--- src/rtl/proc_ctrl_fsm_if.sv ---
// Control bundle between the instruction sequencer and the datapath.
// master = sequencer side, slave = datapath / IR / memory side.
interface proc_ctrl_fsm_if;
  logic        start;
  logic [31:0] ir;
  logic        mem_ready;
  logic        alu_zero;
  logic        ir_load;
  logic        pc_inc;
  logic        pc_load;
  logic        mem_req;
  logic        mem_we;
  logic        dest_sel;
  logic        const_sel;
  logic        rb_we;
  logic [2:0]  alu_op;
  logic [2:0]  state;
  logic        halted;
  logic        fault;

  modport master (
    input  start, ir, mem_ready, alu_zero,
    output ir_load, pc_inc, pc_load, mem_req, mem_we, dest_sel, const_sel, rb_we,
    output alu_op, state, halted, fault
  );

  modport slave (
    output start, ir, mem_ready, alu_zero,
    input  ir_load, pc_inc, pc_load, mem_req, mem_we, dest_sel, const_sel, rb_we,
    input  alu_op, state, halted, fault
  );
endinterface

--- src/rtl/proc_ctrl_fsm.sv ---
// Multi-cycle fetch/decode/execute/memory/writeback sequencer driving PC, IR,
// memory and register-bank strobes plus the destination and operand mux selects.
module proc_ctrl_fsm #(
  parameter int unsigned MAX_WAIT = 15
) (
  input logic            clk,
  input logic            rst_n,
  proc_ctrl_fsm_if.master bus
);

  localparam int unsigned CntW = (MAX_WAIT < 1) ? 1 : $clog2(MAX_WAIT + 1);

  typedef enum logic [2:0] {
    StIdle   = 3'd0,
    StFetch  = 3'd1,
    StDecode = 3'd2,
    StExec   = 3'd3,
    StMem    = 3'd4,
    StWb     = 3'd5,
    StHalt   = 3'd6,
    StFault  = 3'd7
  } state_e;

  typedef enum logic [2:0] {
    ClsAr   = 3'd0,
    ClsLdi  = 3'd1,
    ClsLd   = 3'd2,
    ClsSt   = 3'd3,
    ClsBeq  = 3'd4,
    ClsJmp  = 3'd5,
    ClsHalt = 3'd6,
    ClsIll  = 3'd7
  } class_e;

  state_e          state_q, state_d;
  class_e          cls_q, cls_d;
  logic [2:0]      op_q, op_d;
  logic [CntW-1:0] cnt_q, cnt_d;
  class_e          dec_cls;
  logic            wait_max;

  // Only the opcode nibble steers the sequencer; operand fields go to the datapath.
  logic unused_ir;
  assign unused_ir = ^bus.ir[27:0];

  always_comb begin
    dec_cls = ClsIll;
    if (!bus.ir[31]) begin
      dec_cls = ClsAr;
    end else begin
      case (bus.ir[30:28])
        3'b000:  dec_cls = ClsLdi;
        3'b001:  dec_cls = ClsLd;
        3'b010:  dec_cls = ClsSt;
        3'b011:  dec_cls = ClsBeq;
        3'b100:  dec_cls = ClsJmp;
        3'b111:  dec_cls = ClsHalt;
        default: dec_cls = ClsIll;
      endcase
    end
  end

  assign wait_max = (cnt_q == CntW'(MAX_WAIT));

  always_comb begin
    state_d       = state_q;
    cls_d         = cls_q;
    op_d          = op_q;
    cnt_d         = cnt_q;
    bus.ir_load   = 1'b0;
    bus.pc_inc    = 1'b0;
    bus.pc_load   = 1'b0;
    bus.mem_req   = 1'b0;
    bus.mem_we    = 1'b0;
    bus.dest_sel  = 1'b0;
    bus.const_sel = 1'b0;
    bus.rb_we     = 1'b0;
    bus.alu_op    = 3'b000;
    bus.halted    = 1'b0;
    bus.fault     = 1'b0;

    // Selects derive only from the latched class, so they cannot glitch EXEC..WB.
    if (state_q inside {StExec, StMem, StWb}) begin
      bus.dest_sel  = cls_q inside {ClsLdi, ClsLd};
      bus.const_sel = cls_q inside {ClsLdi, ClsLd, ClsSt};
      bus.alu_op    = op_q;
    end

    unique case (state_q)
      StIdle: begin
        if (bus.start) state_d = StFetch;
      end
      StFetch: begin
        bus.mem_req = 1'b1;
        bus.ir_load = bus.mem_ready;
        bus.pc_inc  = bus.mem_ready;
        if (bus.mem_ready)  state_d = StDecode;
        else if (wait_max)  state_d = StFault;
        else                cnt_d   = cnt_q + CntW'(1);
      end
      StDecode: begin
        cls_d = dec_cls;
        op_d  = (dec_cls == ClsAr) ? bus.ir[30:28] : 3'b000;
        if (dec_cls == ClsHalt)     state_d = StHalt;
        else if (dec_cls == ClsIll) state_d = StFault;
        else                        state_d = StExec;
      end
      StExec: begin
        case (cls_q)
          ClsAr, ClsLdi: state_d = StWb;
          ClsLd, ClsSt:  state_d = StMem;
          ClsBeq: begin
            bus.pc_load = bus.alu_zero;
            state_d     = StFetch;
          end
          ClsJmp: begin
            bus.pc_load = 1'b1;
            state_d     = StFetch;
          end
          default: state_d = StFault;
        endcase
      end
      StMem: begin
        bus.mem_req = 1'b1;
        bus.mem_we  = (cls_q == ClsSt);
        if (bus.mem_ready)  state_d = (cls_q == ClsSt) ? StFetch : StWb;
        else if (wait_max)  state_d = StFault;
        else                cnt_d   = cnt_q + CntW'(1);
      end
      StWb: begin
        bus.rb_we = 1'b1;
        state_d   = StFetch;
      end
      StHalt: begin
        bus.halted = 1'b1;
        if (bus.start) state_d = StFetch;
      end
      StFault: begin
        bus.fault = 1'b1;
      end
    endcase

    // Every state change restarts the wait count for the next FETCH/MEM.
    if (state_d != state_q) cnt_d = '0;
  end

  assign bus.state = state_q;

  always_ff @(posedge clk or negedge rst_n) begin
    if (!rst_n) begin
      state_q <= StIdle;
      cls_q   <= ClsAr;
      op_q    <= 3'b000;
      cnt_q   <= '0;
    end else begin
      state_q <= state_d;
      cls_q   <= cls_d;
      op_q    <= op_d;
      cnt_q   <= cnt_d;
    end
  end

endmodule
--- src/flat_wrapper.sv ---
// flat-port wrapper written by rule: the top's interface ports become plain ports
module proc_ctrl_fsm_flat 
#(
  parameter int unsigned MAX_WAIT = 15
)
  (clk, rst_n, bus_start, bus_ir, bus_mem_ready, bus_alu_zero, bus_ir_load, bus_pc_inc, bus_pc_load, bus_mem_req, bus_mem_we, bus_dest_sel, bus_const_sel, bus_rb_we, bus_alu_op, bus_state, bus_halted, bus_fault);
  proc_ctrl_fsm_if bus_i ();
  input logic clk;
  input logic rst_n;
  input wire logic [$bits(bus_i.start)-1:0] bus_start;
  input wire logic [$bits(bus_i.ir)-1:0] bus_ir;
  input wire logic [$bits(bus_i.mem_ready)-1:0] bus_mem_ready;
  input wire logic [$bits(bus_i.alu_zero)-1:0] bus_alu_zero;
  output wire logic [$bits(bus_i.ir_load)-1:0] bus_ir_load;
  output wire logic [$bits(bus_i.pc_inc)-1:0] bus_pc_inc;
  output wire logic [$bits(bus_i.pc_load)-1:0] bus_pc_load;
  output wire logic [$bits(bus_i.mem_req)-1:0] bus_mem_req;
  output wire logic [$bits(bus_i.mem_we)-1:0] bus_mem_we;
  output wire logic [$bits(bus_i.dest_sel)-1:0] bus_dest_sel;
  output wire logic [$bits(bus_i.const_sel)-1:0] bus_const_sel;
  output wire logic [$bits(bus_i.rb_we)-1:0] bus_rb_we;
  output wire logic [$bits(bus_i.alu_op)-1:0] bus_alu_op;
  output wire logic [$bits(bus_i.state)-1:0] bus_state;
  output wire logic [$bits(bus_i.halted)-1:0] bus_halted;
  output wire logic [$bits(bus_i.fault)-1:0] bus_fault;
  assign bus_i.start = bus_start;
  assign bus_i.ir = bus_ir;
  assign bus_i.mem_ready = bus_mem_ready;
  assign bus_i.alu_zero = bus_alu_zero;
  assign bus_ir_load = bus_i.ir_load;
  assign bus_pc_inc = bus_i.pc_inc;
  assign bus_pc_load = bus_i.pc_load;
  assign bus_mem_req = bus_i.mem_req;
  assign bus_mem_we = bus_i.mem_we;
  assign bus_dest_sel = bus_i.dest_sel;
  assign bus_const_sel = bus_i.const_sel;
  assign bus_rb_we = bus_i.rb_we;
  assign bus_alu_op = bus_i.alu_op;
  assign bus_state = bus_i.state;
  assign bus_halted = bus_i.halted;
  assign bus_fault = bus_i.fault;
  proc_ctrl_fsm #(.MAX_WAIT(MAX_WAIT)) u_core (.clk(clk), .rst_n(rst_n), .bus(bus_i));
endmodule
--- config.mk ---
export PLATFORM = sky130hd
export DESIGN_NAME = proc_ctrl_fsm_flat
export DESIGN_NICKNAME = d
export VERILOG_FILES = /design/src/rtl/proc_ctrl_fsm_if.sv /design/src/rtl/proc_ctrl_fsm.sv /design/src/flat_wrapper.sv
export SDC_FILE = /design/constraint.sdc
export NUM_CORES = 1
export LEC_CHECK = 0
export ABC_AREA = 0
export CAP_MARGIN = 20
export CORE_AREA = 2 2 55 57
export CTS_CLUSTER_SIZE = 30
export DETAILED_ROUTE_END_ITERATION = 8
export DIE_AREA = 0 0 57 59
export GPL_TIMING_DRIVEN = 0
export PLACE_DENSITY = 0.76
export SYNTH_ARGS = -nofsm -noshare
export SYNTH_HDL_FRONTEND = slang
export SYNTH_SLANG_ARGS = --single-unit
--- constraint.sdc ---
create_clock -name clk -period 2.1 [get_ports clk]
set_clock_uncertainty 0.15 [all_clocks]
set_input_delay 0.525 -clock clk [delete_from_list [all_inputs] [get_ports clk]]
set_output_delay 0.525 -clock clk [all_outputs]
set_load 0.005 [all_outputs]
Word level (Yosys, flattened, before mapping)
Index checks and enable logic that the tools add are counted.
- $add $sub $neg: 1
- equal/unequal tests: 23
- multiplexer cells: 27
- reductions and logical operators: 14
- operator list (cell ; number):
    one-hot mux 3 bit (6 select lines) ; 2
    == test 3 bit, second input constant ; 10
    two-way mux 3 bit ; 10
    == test 3 x 2 -> 1 bit, second input constant ; 6
    two-way mux 4 bit ; 4
    logical NOT 3 bit ; 4
    OR reduction 2 bit ; 5
    == test 3 x 1 -> 1 bit, second input constant ; 3
    two-way mux 1 bit ; 9
    one-hot mux 3 bit (3 select lines) ; 1
    nonzero test 3 bit ; 2
    adder 4 x 1 -> 4 bit, second input constant ; 1
    == test 4 bit, second input constant ; 1
    nonzero test 2 bit ; 2
    inequality test 3 bit ; 1
    AND reduction 3 bit ; 1
    inequality test 2 x 1 -> 1 bit, second input constant ; 1
    inequality test 2 bit, second input constant ; 1
    one-hot mux 1 bit (2 select lines) ; 1
- bits in registers: 13
- input port bits: 37
- output and inout bits: 16
- logic and storage cells: 69

Logic depth before layout (Yosys ltp)
- depth in word-level cells: 10
- mapped depth: 7
- mapped depth without buffers: 6

Least setup slack after synthesis
OpenSTA, ideal clock, no wires.
- path kind: register to output
- from: register u_core.state_q[2] (netlist: u_core.bus.state[2])
- to: output port bus_const_sel
- arrival time: 1.257 ns
- required time: 1.425 ns
- setup slack: 0.168 ns
- cell stages (with the launch flop): 7
- buffers on the path: 2
- path through: dfrtp_1 > buf_4 > buf_2 > inv_1 > nor2_1 > a21oi_1 > nor3_1
- word-level cells in the longest chain between the ends: 3
- elaborated cells on any way between the ends: 5
- those cells by class: 3 x eq/ne; 1 x mux; 1 x reduce/logical
- RTL lines (element ; RTL line ; RTL):
    start, declared ; proc_ctrl_fsm.sv:35 ; state_e state_q, state_d;
    start signal, assigned ; proc_ctrl_fsm.sv:151 ; state_q <= StIdle;
    start signal, assigned ; proc_ctrl_fsm.sv:156 ; state_q <= state_d;
    == test 3 x 2 -> 1 bit / == test 3 bit (equally long branches) ; proc_ctrl_fsm.sv:83 ; if (state_q inside {StExec, StMem, StWb}) begin
    nonzero test 3 bit * ; proc_ctrl_fsm.sv:83 ;
    two-way mux 1 bit * ; proc_ctrl_fsm.sv:83 ;
    end, declared ; flat_wrapper.sv:20 ; output wire logic [$bits(bus_i.const_sel)-1:0] bus_const_sel;
Mark *: on every way between the ends. The rest lies on a longest branch, timed or not.

Final worst setup path
- from: register u_core.state_q[1] (netlist: u_core.bus.state[1])
- to: output port bus_pc_inc
- word-level cells in the longest chain between the ends: 2
- RTL lines (element ; RTL line ; RTL):
    == test 3 x 1 -> 1 bit ; proc_ctrl_fsm.sv:89 ; unique case (state_q)
    two-way mux 1 bit ; proc_ctrl_fsm.sv:89 ;
    end, declared ; flat_wrapper.sv:15 ; output wire logic [$bits(bus_i.pc_inc)-1:0] bus_pc_inc;
Every way passes these cells.

==> implementation parameters <==
Parameter                              Value

Outcome
  Result of the run    finished, violations left
  Violated checks    setup timing

STA
  RSZ-0062 raised after global routing    true
  Headroom to the max-slew limit    0.6281
  Min Clock Period, post-route    2122 ps
  Count of final setup violators    1
  Fmax    0.4714 GHz
  Transition time at the pin with the least slew margin    556.0 ps
  Final period util    1.010
  Final Max Slew Viols    0
  Final setup margin    -21.53 ps
  Number of hold-slack violations in the final timing report    0

Cells and area
  Count of antenna diodes in the layout    0
  Share of post-route cells with drive strength above 1    0.4146
  Final net count    203
  Filler Cells Inserted    236
  Area growth from synthesis to layout    52.22%
  Commonest cells after routing, fill and taps aside    sky130_fd_sc_hd__nand2_1 (16), sky130_fd_sc_hd__buf_4 (16), sky130_fd_sc_hd__nor2_1 (12)
  Cell Count, Final, Fillers Out    195

Global routing
  Congestion Overflow GR    0
  Met2 track demand over resource    0.2956
  Vias in the first global route    1009
  Most utilized layer in the global route result    met2
  Antenna violations before repair    0
  GR Util All Layers    0.1771
  GR Layer Usage met3    0.05677
  Global-route wire length before repair    4.712 mm
  Global routing met1 resource utilization    0.2231
  Maximum number of pins on one net before global-route repair    14

Detailed routing
  Antenna-violating nets left    0
  Final wirelength    2.873 mm
  Drt first-iter violations    55
  Per-cell via count in the routed design    5.528
  Via count    1078
  DRC viols    0
  First-pass iteration count of the detailed router    4
  Average wire per standard cell    14.73 um

Pwr
  Standby leakage power    0.0006739 uW
  Power per standard cell area    1341 nW/um2
  Maximum vdd ir drop    814.1 uV
  Switching component of the power    891.4 uW
  Power Total    2074 uW
  Clock power share    0.070
  Pint    1183 uW
  Sequential group share of total power    0.214
  Combinational Power Share    0.716
  Switching portion of total power    0.4297

Clocking
  Worst-skew pair later-pin latency    270 ps
  Largest buffer count on any clock path    2
  Max H-tree Level    1
  Clk pin slew, worst setup/hold paths    70 ps
  Hold_buf cts    0
  Clock buffers created by TritonCTS    3
  Clk root buf    sky130_fd_sc_hd__clkbuf_4
  CTS tree    done
  Total clock sinks    13

Synth
  Number of enable flip-flop cells after synthesis    0
  Post-synthesis register bit count    13
  Total nets after synthesis    159
  Sequential fraction of the synthesis area    0.3202
  Cell area after technology mapping    1016 um2
  Yosys warnings    0
  Dominant synthesized flop cell    sky130_fd_sc_hd__dfrtp_1
  Synthesized area per cell    8.396 um2
  Library cell occupying the most area in the post-synthesis netlist    sky130_fd_sc_hd__dfrtp_1
  Share of synthesized flip-flops with an asynchronous set or reset    1.000
  Syn Inst Count    121
  Top cells by area, synth    sky130_fd_sc_hd__dfrtp_1 (32%), sky130_fd_sc_hd__nand2_1 (5.9%), sky130_fd_sc_hd__nor2_1 (4.8%)
  Area share of the leading cell type in the synthesized netlist    0.3202
  Number of distinct library cells after synthesis    44

Worst setup path
  Highest net fanout along the worst path    8
  Crit. End Element    output pin
  Critical path data required time    1420 ps
  Critical Path AT    1450 ps
  Type of element launching the critical path    flop
  Kind of critical path    reg2out

Die
  Area of the die    3363 um2
  Std-Cell Core Area    2710 um2
  Rows    19
  Top-Level Pins    53
  Die Height    59 um
  Initial Util    0.3749
  Overall die width    57 um

Placed design
  Half-perimeter wire length after placement    1.805 mm
  Count of buffers from port buffering    22
  Pre-CTS setup slack    -528.7 ps
  Routability cong.    0.9252
  Post-placement cell count    174

Job
  Number of maximum-capacitance violations    0

Worst hold path
  Classification of the worst-slack hold path    reg2reg
## cell usage after synthesis, types with 3 or more instances
cell	instances
sky130_fd_sc_hd__buf_4	3
sky130_fd_sc_hd__nand2_1	16
sky130_fd_sc_hd__nor2_1	13
sky130_fd_sc_hd__nor3_1	4
sky130_fd_sc_hd__a21oi_1	6
sky130_fd_sc_hd__nand2b_1	3
sky130_fd_sc_hd__o21ai_0	5
sky130_fd_sc_hd__inv_1	3
sky130_fd_sc_hd__xnor2_1	3
sky130_fd_sc_hd__nand3_1	6
sky130_fd_sc_hd__nor2b_1	4
sky130_fd_sc_hd__dfrtp_1	13
## path summary, 6_finish.rpt
path                                     startpoint             endpoint  slack [ps]  depth (start not counted)
worst min register to register       u_core.op_q[2]       u_core.op_q[2]         330                          2
worst max register to register      u_core.cnt_q[0]      u_core.cnt_q[2]          90                          6
worst min-delay path                 u_core.op_q[2]       u_core.op_q[2]         330                          2
min in group asynchronous                     rst_n       u_core.op_q[2]         460                          1
max in group asynchronous                     rst_n  u_core.bus.state[2]         930                          1
worst max-delay path            u_core.bus.state[1]           bus_pc_inc         -20                          6
## registers in the layout, summed over array words and instances (netlist names)
register / flops
u_core.bus.state: 3
u_core.cls_q: 3
u_core.cnt_q: 4
u_core.op_q: 3
## critical path: stages, from the launching register on
cell	delay [ps]
sky130_fd_sc_hd__dfrtp_1	390
sky130_fd_sc_hd__buf_6	140
sky130_fd_sc_hd__buf_12	140
sky130_fd_sc_hd__nor3_4	190
sky130_fd_sc_hd__and2_4	170
sky130_fd_sc_hd__buf_6	80
sky130_fd_sc_hd__buf_6	80
## layout make-up
class / instances / area, um2 / area share
flip-flops and latches: 13 / 330.3 / 0.2136
well taps: 31 / 38.79 / 0.02508
clock buffers: 4 / 26.28 / 0.01699
repair buffers: 41 / 324.1 / 0.2095
plain buffers: 7 / 88.84 / 0.05744
inverters: 3 / 18.77 / 0.01214
multi-input cells: 96 / 719.4 / 0.4652
## cell families (layout without fill, tap and decap cells)
kind of cell / after synthesis / after routing / synth area share
adders and majority gates: 1 / 1 / 0.01231
DFF: 13 / 13 / 0.3202
buffers and inverters: 12 / 55 / 0.07388
xor gates and xnor gates: 5 / 5 / 0.04311
AOI/OAI and AO/OA: 28 / 28 / 0.2106
and+or+nand+nor: 62 / 62 / 0.3399
## what timing repair did
| item | 4_1_cts | 5_1_grt |
|---|---|---|
| resized for setup | 74 | 16 |
| setup endpoints to repair | 13 | 17 |
| buffers inserted | 13 | 6 |
| pin swaps | 6 | 6 |
## routing by layer
metal  wire, um  part of all wire  up-vias
li1           -                 -      524
met1       1130              0.39      502
met2       1490              0.52       46
met3        210             0.073        6
met4         41             0.014        0
met5          0                 0        -
## power by group through the flow
stage / Clock [uW] / Sequential [uW] / Combinational, uW
6_report: 145 / 443 / 1490
5_1_grt: 169 / 455 / 1600
4_1_cts: 151 / 404 / 1350
3_5_place_dp: 0 / 420 / 1050
3_3_place_gp: 0 / 418 / 1030
2_1_floorplan: 0 / 403 / 684
## stage by stage
stage	util	area, um2	hold slack (ps)	setup TNS (ps)
4_1_cts	0.5379	1458	337.0	-311.5
6_report	0.5706	1546	331.6	-21.53
2_1_floorplan	-	1016	79.41	0
3_3_place_gp	0.4705	1275	305.0	-4507
5_1_grt	0.5706	1546	356.4	-668.3
3_5_place_dp	0.4705	1275	320.7	-4818
(Power assumes the default switching activity.)
